===== src/rtl/mcu_sys_pkg.sv =====
// mcu_sys_pkg: opcodes, FSM states and ID magic bytes for the MCU system-control target
package mcu_sys_pkg;
  localparam logic [7:0] OP_NOP        = 8'h00;
  localparam logic [7:0] OP_GET_ID     = 8'h01;
  localparam logic [7:0] OP_SET_CFG    = 8'h02;
  localparam logic [7:0] OP_GET_CFG    = 8'h03;
  localparam logic [7:0] OP_GET_STATUS = 8'h04;
  localparam logic [7:0] OP_CORE_RST   = 8'h05;
  localparam logic [7:0] ID_MAGIC0     = 8'h5C;
  localparam logic [7:0] ID_MAGIC1     = 8'h42;
  typedef enum logic [3:0] {
    IDLE, ID, CFG_ADDR, CFG_WR, RD_ADDR, CFG_RD, STATUS, RST, DISCARD
  } state_t;
endpackage


===== src/rtl/mcu_sys_cfg_regs.sv =====
// mcu_sys_cfg_regs: 8-bit config register file with one write port and an indexed read mux
module mcu_sys_cfg_regs #(
  parameter int NUM_CFG = 8
) (
  input  logic                       clk,
  input  logic                       reset,
  input  logic                       we,
  input  logic [$clog2(NUM_CFG)-1:0] widx,
  input  logic [7:0]                 wdata,
  input  logic [$clog2(NUM_CFG)-1:0] ridx,
  output logic [7:0]                 rdata,
  output logic [8*NUM_CFG-1:0]       cfg,
  output logic                       cfg_wr,
  output logic [3:0]                 cfg_wr_idx
);
  assign rdata = cfg[{ridx, 3'b000} +: 8];
  always_ff @(posedge clk) begin
    if (reset) begin
      cfg        <= '0;
      cfg_wr     <= 1'b0;
      cfg_wr_idx <= 4'd0;
    end else begin
      cfg_wr <= we;
      if (we) begin
        cfg[{widx, 3'b000} +: 8] <= wdata;
        cfg_wr_idx               <= 4'(widx);
      end
    end
  end
endmodule


===== src/rtl/mcu_sys_target.sv =====
// mcu_sys_target: MCU target-0 command handler owning config registers, core reset and status interrupt
module mcu_sys_target
  import mcu_sys_pkg::*;
#(
  parameter logic [7:0] CORE_ID = 8'h01,
  parameter int         NUM_CFG = 8
) (
  input  logic                 clk,
  input  logic                 reset,
  input  logic                 mcu_active,
  input  logic                 mcu_sys_strobe,
  input  logic [7:0]           mcu_dout,
  output logic [7:0]           mcu_sys_din,
  output logic [8*NUM_CFG-1:0] cfg,
  output logic                 cfg_wr,
  output logic [3:0]           cfg_wr_idx,
  output logic                 core_reset,
  input  logic [15:0]          status_in,
  output logic                 mcu_int
);
  localparam int IW = $clog2(NUM_CFG);
  state_t        state;
  logic [IW-1:0] idx, rd_idx;
  logic [1:0]    cnt;
  logic [15:0]   snap;
  logic [7:0]    rdata;
  logic          strobe, we;
  assign strobe = mcu_active & mcu_sys_strobe;
  assign we     = strobe & (state == CFG_WR);
  // read address is the index that will be current after this strobe
  assign rd_idx = (state == RD_ADDR) ? mcu_dout[IW-1:0] : idx + 1'b1;
  mcu_sys_cfg_regs #(.NUM_CFG(NUM_CFG)) u_regs (
    .clk(clk), .reset(reset), .we(we), .widx(idx), .wdata(mcu_dout),
    .ridx(rd_idx), .rdata(rdata), .cfg(cfg), .cfg_wr(cfg_wr), .cfg_wr_idx(cfg_wr_idx)
  );
  always_ff @(posedge clk) begin
    if (reset) begin
      state       <= IDLE;
      mcu_sys_din <= 8'h00;
      idx         <= '0;
      cnt         <= 2'd0;
      snap        <= 16'h0000;
      mcu_int     <= 1'b0;
      core_reset  <= 1'b0;
    end else begin
      // a change coinciding with GET_STATUS is absorbed into snap, never lost
      if (strobe && state == IDLE && mcu_dout == OP_GET_STATUS) begin
        snap    <= status_in;
        mcu_int <= 1'b0;
      end else if (status_in != snap) mcu_int <= 1'b1;
      if (!mcu_active) begin
        state       <= IDLE;
        mcu_sys_din <= 8'h00;
      end else if (strobe) begin
        cnt         <= (cnt == 2'd3) ? cnt : cnt + 2'd1;
        mcu_sys_din <= 8'h00;
        case (state)
          IDLE: begin
            cnt <= 2'd0;
            case (mcu_dout)
              OP_GET_ID: begin
                state       <= ID;
                mcu_sys_din <= ID_MAGIC0;
              end
              OP_SET_CFG: state <= CFG_ADDR;
              OP_GET_CFG: state <= RD_ADDR;
              OP_GET_STATUS: begin
                state       <= STATUS;
                mcu_sys_din <= status_in[7:0];
              end
              OP_CORE_RST: state <= RST;
              default: state <= DISCARD;
            endcase
          end
          ID: mcu_sys_din <= (cnt == 2'd0) ? ID_MAGIC1 : (cnt == 2'd1) ? CORE_ID :
                             (cnt == 2'd2) ? 8'(NUM_CFG) : 8'h00;
          CFG_ADDR: begin
            idx   <= mcu_dout[IW-1:0];
            state <= CFG_WR;
          end
          CFG_WR: idx <= idx + 1'b1;
          RD_ADDR: begin
            idx         <= mcu_dout[IW-1:0];
            state       <= CFG_RD;
            mcu_sys_din <= rdata;
          end
          CFG_RD: begin
            idx         <= idx + 1'b1;
            mcu_sys_din <= rdata;
          end
          STATUS: mcu_sys_din <= (cnt == 2'd0) ? snap[15:8] : 8'h00;
          RST: begin
            core_reset <= mcu_dout[0];
            state      <= DISCARD;
          end
          default: ;
        endcase
      end
    end
  end
endmodule


===== config.mk =====
export PLATFORM = sky130hd
export DESIGN_NAME = mcu_sys_target
export DESIGN_NICKNAME = d
export VERILOG_FILES = /design/src/rtl/mcu_sys_pkg.sv /design/src/rtl/mcu_sys_cfg_regs.sv /design/src/rtl/mcu_sys_target.sv
export SDC_FILE = /design/constraint.sdc
export NUM_CORES = 1
export LEC_CHECK = 0
export CAP_MARGIN = 20
export CORE_ASPECT_RATIO = 0.9
export CORE_MARGIN = 5
export CORE_UTILIZATION = 47
export CTS_BUF_LIST = sky130_fd_sc_hd__clkbuf_16
export DETAILED_ROUTE_END_ITERATION = 7
export HOLD_SLACK_MARGIN = 0.02
export PLACE_DENSITY = 0.77
export SLEW_MARGIN = 40
export SYNTH_ARGS = -nofsm -noshare
export SYNTH_HDL_FRONTEND = slang
export SYNTH_HIERARCHICAL = 1
export SYNTH_SLANG_ARGS = --single-unit

===== constraint.sdc =====
create_clock -name clk -period 3.1 [get_ports clk]
set_clock_uncertainty 0.1 [all_clocks]
set_input_delay 0.93 -clock clk [delete_from_list [all_inputs] [get_ports clk]]
set_output_delay 0.93 -clock clk [all_outputs]
set_load 0.01 [all_outputs]

==> Word-level counts from Yosys, hierarchy flattened <==
Index checks and enable logic that the tools add are counted.
{ "word_totals": {"regBits": 103, "in_bits": 28, "output_inout_bits": 79} }
{ "op_classes": {"add_sub_neg": 3, "n_eq_ne": 17, "n_shift": 3, "n_mux": 13, "n_bitwise": 3, "reduce_logical": 15} }
{ "op_table": {"columns": ["op", "count"], "rows": [
  ["64-bit bitwise mux", 1],
  ["8-bit by 8-bit variable shift with 64-bit output (first input constant)", 1],
  ["64-bit by 7-bit variable part select with 8-bit output", 1],
  ["8-bit by 8-bit variable part select with 64-bit output", 1],
  ["8-bit case mux with 4 select lines", 1],
  ["4-bit case mux with 5 select lines", 1],
  ["4-bit by 3-bit equality test with 1-bit output (second input constant)", 4],
  ["8-bit by 2-bit equality test with 1-bit output (second input constant)", 2],
  ["8-bit by 3-bit equality test with 1-bit output (second input constant)", 2],
  ["16-bit inequality test", 1],
  ["4-bit case mux with 4 select lines", 1],
  ["8-bit case mux with 2 select lines", 1],
  ["2-bit OR reduction", 5],
  ["3-bit AND reduction", 3],
  ["4-bit by 2-bit equality test with 1-bit output (second input constant)", 2],
  ["8-bit by 1-bit equality test with 1-bit output (second input constant)", 1],
  ["4-bit 2-to-1 mux", 2],
  ["8-bit 2-to-1 mux", 1],
  ["6-bit negator with 8-bit output", 1],
  ["7-bit 2-to-1 mux", 1],
  ["3-bit case mux with 2 select lines", 1],
  ["2-bit equality test (second input constant)", 2],
  ["4-bit by 1-bit equality test with 1-bit output (second input constant)", 1],
  ["4-bit logical NOT", 1],
  ["13 further kinds", 16]
]} }

==> Depth between registers and ports, before layout <==
{ "logic_depth": {"ltp_word": 5, "ltp_mapped": 12} }

==> By module <==
Netlist, hierarchy kept.
{ "by_module_without_submodules": {"columns": ["module", "n_inst", "cells_each", "area_per_inst_um2", "seq_area_each_um2"], "rows": [
  ["mcu_sys_cfg_regs", 1, 320, 3324.4, 1361.3],
  ["mcu_sys_target", 1, 250, 1996.9, 700.7]
]} }

==> Least setup slack after synthesis <==
No wires, ideal clock.
{ "synth_timing": {"kind": "register to register", "start": "reg state[3]", "end": "reg mcu_sys_din[3]", "setup_ns": 0.132, "t_arrival_ns": 3.029, "required_time_ns": 2.868, "setup_slack_ns": -0.161, "path_stages_with_launch": 12, "path_buffers": 4, "period_less_slack_ns": 3.261, "cell_sequence": "dfxtp_1 clkbuf_1 or4_1 clkbuf_1 mux2_2 buf_6 buf_12 mux4_1 mux2_2 a221o_1 a221oi_1 a211oi_1"} }
{ "synth_via": {"elab_chain_cells": 4, "elab_cells_between_ends": 9, "cone_classes": "eq/ne (4); shift (1); mux (2); reduce/logical (2)"} }
{ "synth_lines": {"columns": ["item", "line", "rtl"], "rows": [
  ["start, declared", "mcu_sys_target.sv:22", "state_t state;"],
  ["start signal, assigned", "mcu_sys_target.sv:38", "state <= IDLE;"],
  ["start signal, assigned", "mcu_sys_target.sv:52", "state <= IDLE;"],
  ["start signal, assigned", "mcu_sys_target.sv:62", "state <= ID;"],
  ["4-bit by 3-bit equality test with 1-bit output", "mcu_sys_target.sv:31", "assign rd_idx = (state == RD_ADDR) ? mcu_dout[IW-1:0] : idx + 1'b1;"],
  ["3-bit 2-to-1 mux", "mcu_sys_target.sv:31", null],
  ["net rd_idx[1]", "mcu_sys_target.sv:23", "logic [IW-1:0] idx, rd_idx;"],
  ["64-bit by 7-bit variable part select with 8-bit output", "mcu_sys_cfg_regs.sv:16", "assign rdata = cfg[{ridx, 3'b000} +: 8];"],
  ["net rdata[3]", "mcu_sys_target.sv:26", "logic [7:0] rdata;"],
  ["8-bit case mux with 4 select lines", "mcu_sys_target.sv:57", "case (state)"],
  ["end signal, assigned", "mcu_sys_target.sv:69", "mcu_sys_din <= status_in[7:0];"],
  ["end signal, assigned", "mcu_sys_target.sv:75", "ID: mcu_sys_din <= (cnt == 2'd0) ? ID_MAGIC1 : (cnt == 2'd1) ? CORE_ID :"],
  ["end signal, assigned", "mcu_sys_target.sv:85", "mcu_sys_din <= rdata;"],
  ["end, declared", "mcu_sys_target.sv:13", "output logic [7:0] mcu_sys_din,"]
]} }
The timed path passes the listed nets, and every way through them passes these cells.
A chain may end at the register's enable or synchronous reset.

==> Worst setup path in the final report <==
{ "layout_timing": {"start": "in mcu_dout[1]", "end": "reg mcu_sys_din[3]"} }
{ "layout_via": {"elab_chain_cells": 3, "elab_cells_between_ends": 6, "cone_classes": "eq/ne (2); shift (1); mux (3)"} }
{ "layout_lines": {"columns": ["item", "line", "rtl"], "rows": [
  ["start, declared", "mcu_sys_target.sv:12", "input logic [7:0] mcu_dout,"],
  ["3-bit 2-to-1 mux", "mcu_sys_target.sv:31", null],
  ["net rd_idx[1]", "mcu_sys_target.sv:23", null],
  ["64-bit by 7-bit variable part select with 8-bit output", "mcu_sys_cfg_regs.sv:16", null],
  ["net rdata[3]", "mcu_sys_target.sv:26", null],
  ["8-bit case mux with 4 select lines", "mcu_sys_target.sv:57", null]
]} }
The timed path passes the listed nets, and every way through them passes these cells.

==> results.json <==
{
  "status": "completed",
  "setup_ws_ps": 107,
  "chipWidth_um": 122,
  "track_usage_pct": 24.5,
  "min_from": "snap[2]",
  "crit_required_ps": 3240,
  "tightest_slew_ps": 547,
  "dpl.hpwl_mm": 12.4,
  "synth.largest_area_cell": "dfxtp_1",
  "p_switching_uw": 654,
  "final_core_util_pct": 64.4,
  "leakage_uw": 0.00276,
  "dieArea_sq_mm": 0.0136,
  "ctsHtreeMaxLevel": 3,
  "syn_nets": 606,
  "powerDensity_mw_per_mm2": 385,
  "max_freq_mhz": 334,
  "antenna_cells": 0,
  "placementRows": 36,
  "fin_crit_sh_pct": 96.5,
  "setup.worst_path.end_class": "register",
  "ys_warn_count": 6,
  "antenna_left": 0,
  "drive_gt1_share_pct": 12.1,
  "synth_area_sq_mm": 0.00532,
  "dp_cells": 828,
  "drc": 0,
  "ys_seq_area_share_pct": 38.7,
  "hold_viol_final": 0,
  "min_delay_path_depth": 2,
  "setup_tns_ps": 0,
  "area_growth_pct": 32.4,
  "yosysUniqueCellTypes": 60,
  "synth.area.top_cells": "dfxtp_1 (39%), mux4_1 (7.9%), mux2i_1 (7.1%)",
  "firstDrtPassIters": 5,
  "first_iter_violations": 544,
  "max-vdd-ir-drop_mv": 0.270,
  "switching_share_pct": 24.1,
  "die_height_um": 111,
  "port_buffers": 105,
  "crit_fanout": 4,
  "grt_pass1_wl_mm": 26.3,
  "r2r_start": "state[2]",
  "p_total_uw": 2720,
  "maxSlewHeadroom_pct": 63.4,
  "synth-edff-count": 0,
  "yosysTopAreaCellShare_pct": 38.7,
  "grt_overflow": 0,
  "ys.flop_type": "dfxtp_1",
  "critPathLaunch": "mcu_dout[1]",
  "antenna_found_initial": 0,
  "nets": 723,
  "hp-class": "register to register",
  "vias": 4978,
  "routedWlPerCell_um": 19.9,
  "async_reset_ff_share_pct": 0,
  "cts.sinks": 103,
  "grt_pass1_vias": 5005,
  "crit_path_start_kind": "primary input",
  "reg2reg_depth": 8,
  "instances_no_fill": 844,
  "grt_max_degree": 71,
  "p_seq_share_pct": 49.0,
  "initial_core_util_pct": 48.6,
  "avgSynthCellArea_sq_um": 9.34,
  "worstSetupPathType": "primary input to register",
  "io_pins": 107,
  "clk_latency_ps": 350,
  "combPwrFrac_pct": 7.9,
  "clockRootBuffer": "clkbuf_16",
  "numCtsBuffers": 9,
  "cts_tree": "built",
  "viasPerCell": 5.90,
  "wirelength_mm": 16.8,
  "cts_buffer_depth": 2,
  "gp_congestion": 0.885,
  "drv_slew": 0,
  "worstPathArrival_ps": 3130,
  "setup_viol": 0,
  "clockPowerShare_pct": 43.1,
  "maxCapViolations": 0,
  "core_area_sq_mm": 0.0109,
  "clk_pin_slew_ps": 70,
  "rsz0062_at_grt": "no",
  "p_int_uw": 2060,
  "post-place-ws_ps": -242,
  "ys_ff_latch": 103,
  "synthCells": 570,
  "min_period_ps": 2990
}
[registers in the layout (all words and copies together), names as in the netlist]
name               flops
cnt                    2
core_reset             1
idx                    3
mcu_int                1
mcu_sys_din            8
snap                  16
state                  4
u_regs/cfg            64
u_regs/cfg_wr          1
u_regs/cfg_wr_idx      3
[power groups by stage]
stage / clock network (uW) / logic (uW) / registers (uW)
6_report: 1170 / 214 / 1330
5_1_grt: 1220 / 229 / 1330
3_5_place_dp: 0 / 208 / 1360
3_3_place_gp: 0 / 205 / 1360
2_1_floorplan: 0 / 107 / 1360
4_1_cts: 1170 / 210 / 1330
[cells in the final DEF, fill, tap and decap left out, types with 3 or more instances in the layout]
| master | instances |
|---|---|
| a21oi_1 | 57 |
| a22o_1 | 4 |
| a22oi_1 | 5 |
| a31oi_1 | 4 |
| buf_12 | 4 |
| buf_4 | 37 |
| clkbuf_16 | 9 |
| clkdlybuf4s50_1 | 104 |
| dfxtp_1 | 102 |
| ha_1 | 8 |
| inv_1 | 6 |
| mux2_2 | 9 |
| mux2i_1 | 38 |
| mux4_1 | 15 |
| nand2_1 | 45 |
| nand2b_1 | 45 |
| nand3_1 | 23 |
| nand4b_1 | 4 |
| nor2_1 | 17 |
| nor2b_1 | 17 |
| nor3_1 | 6 |
| nor4_1 | 4 |
| o21ai_0 | 51 |
| or3_1 | 5 |
| xnor2_1 | 3 |
| xor2_1 | 16 |
[metrics by stage]
stage	instance area, sq um	hold WS [ps]
5_1_grt	7050	398
4_1_cts	7030	369
3_3_place_gp	6730	350
6_report	7050	370
2_1_floorplan	5360	344
3_5_place_dp	6730	360
[layer usage]
layer  track usage (%)  share of wire, %
met2              39.0                47
met3              5.15               9.1
met5                 0                 0
met1              32.3                41
met4              10.4               3.3
[layout make-up]
cell class	instances	area [sq um]
fill	861	3900
multi-input combinational	420	3050
sequential	103	2060
timing repair buffer	147	1420
clock buffer	9	225
tap	152	190
clock inverter	7	77.6
inverter	6	22.5
[cells by family after synthesis]
family / share of synthesized area (%)
xor+xnor: 3.13
flops: 38.7
simple gates: 20.0
other cells: 0.0705
compound gates: 14.5
fa+ha+maj: 1.88
buf+inv: 4.35
mux: 17.4
[synthesized netlist by cell type, drive strengths merged, types with 3 or more instances]
library cell,instances
o21ai,51
ha,8
nand3,24
nand4b,4
nor4,4
or3,5
inv,6
clkbuf,26
nor2,18
a221oi,3
xnor2,3
xor2,16
dfxtp,103
mux2,11
nand4,3
a22o,4
a31oi,4
mux4,16
mux2i,38
or4,4
nor3,8
nor2b,17
a21oi,57
buf,15
a22oi,5
nand2b,45
nand2,45
[worst max-delay path, cell delays in order]
cell and delay (ps):
clkdlybuf4s50_1 500, mux2_4 200, mux4_1 570, mux2_4 290
a221o_1 360, a221oi_2 180, a211oi_1 100
[path summary, 6_finish.rpt]
path                    endpoint  slack (ps)
setup / recovery  mcu_sys_din[3]         110
hold / removal           snap[2]         370
setup reg to reg  mcu_sys_din[3]         140
hold reg to reg          snap[2]         370
[repair_timing]
item | CTS | global route
buffers inserted | 0 | 0
setup endpoints to repair | 0 | 8
gates resized for setup | 0 | 2
hold buffers | 0 | 0
(Power assumes the default switching activity.)
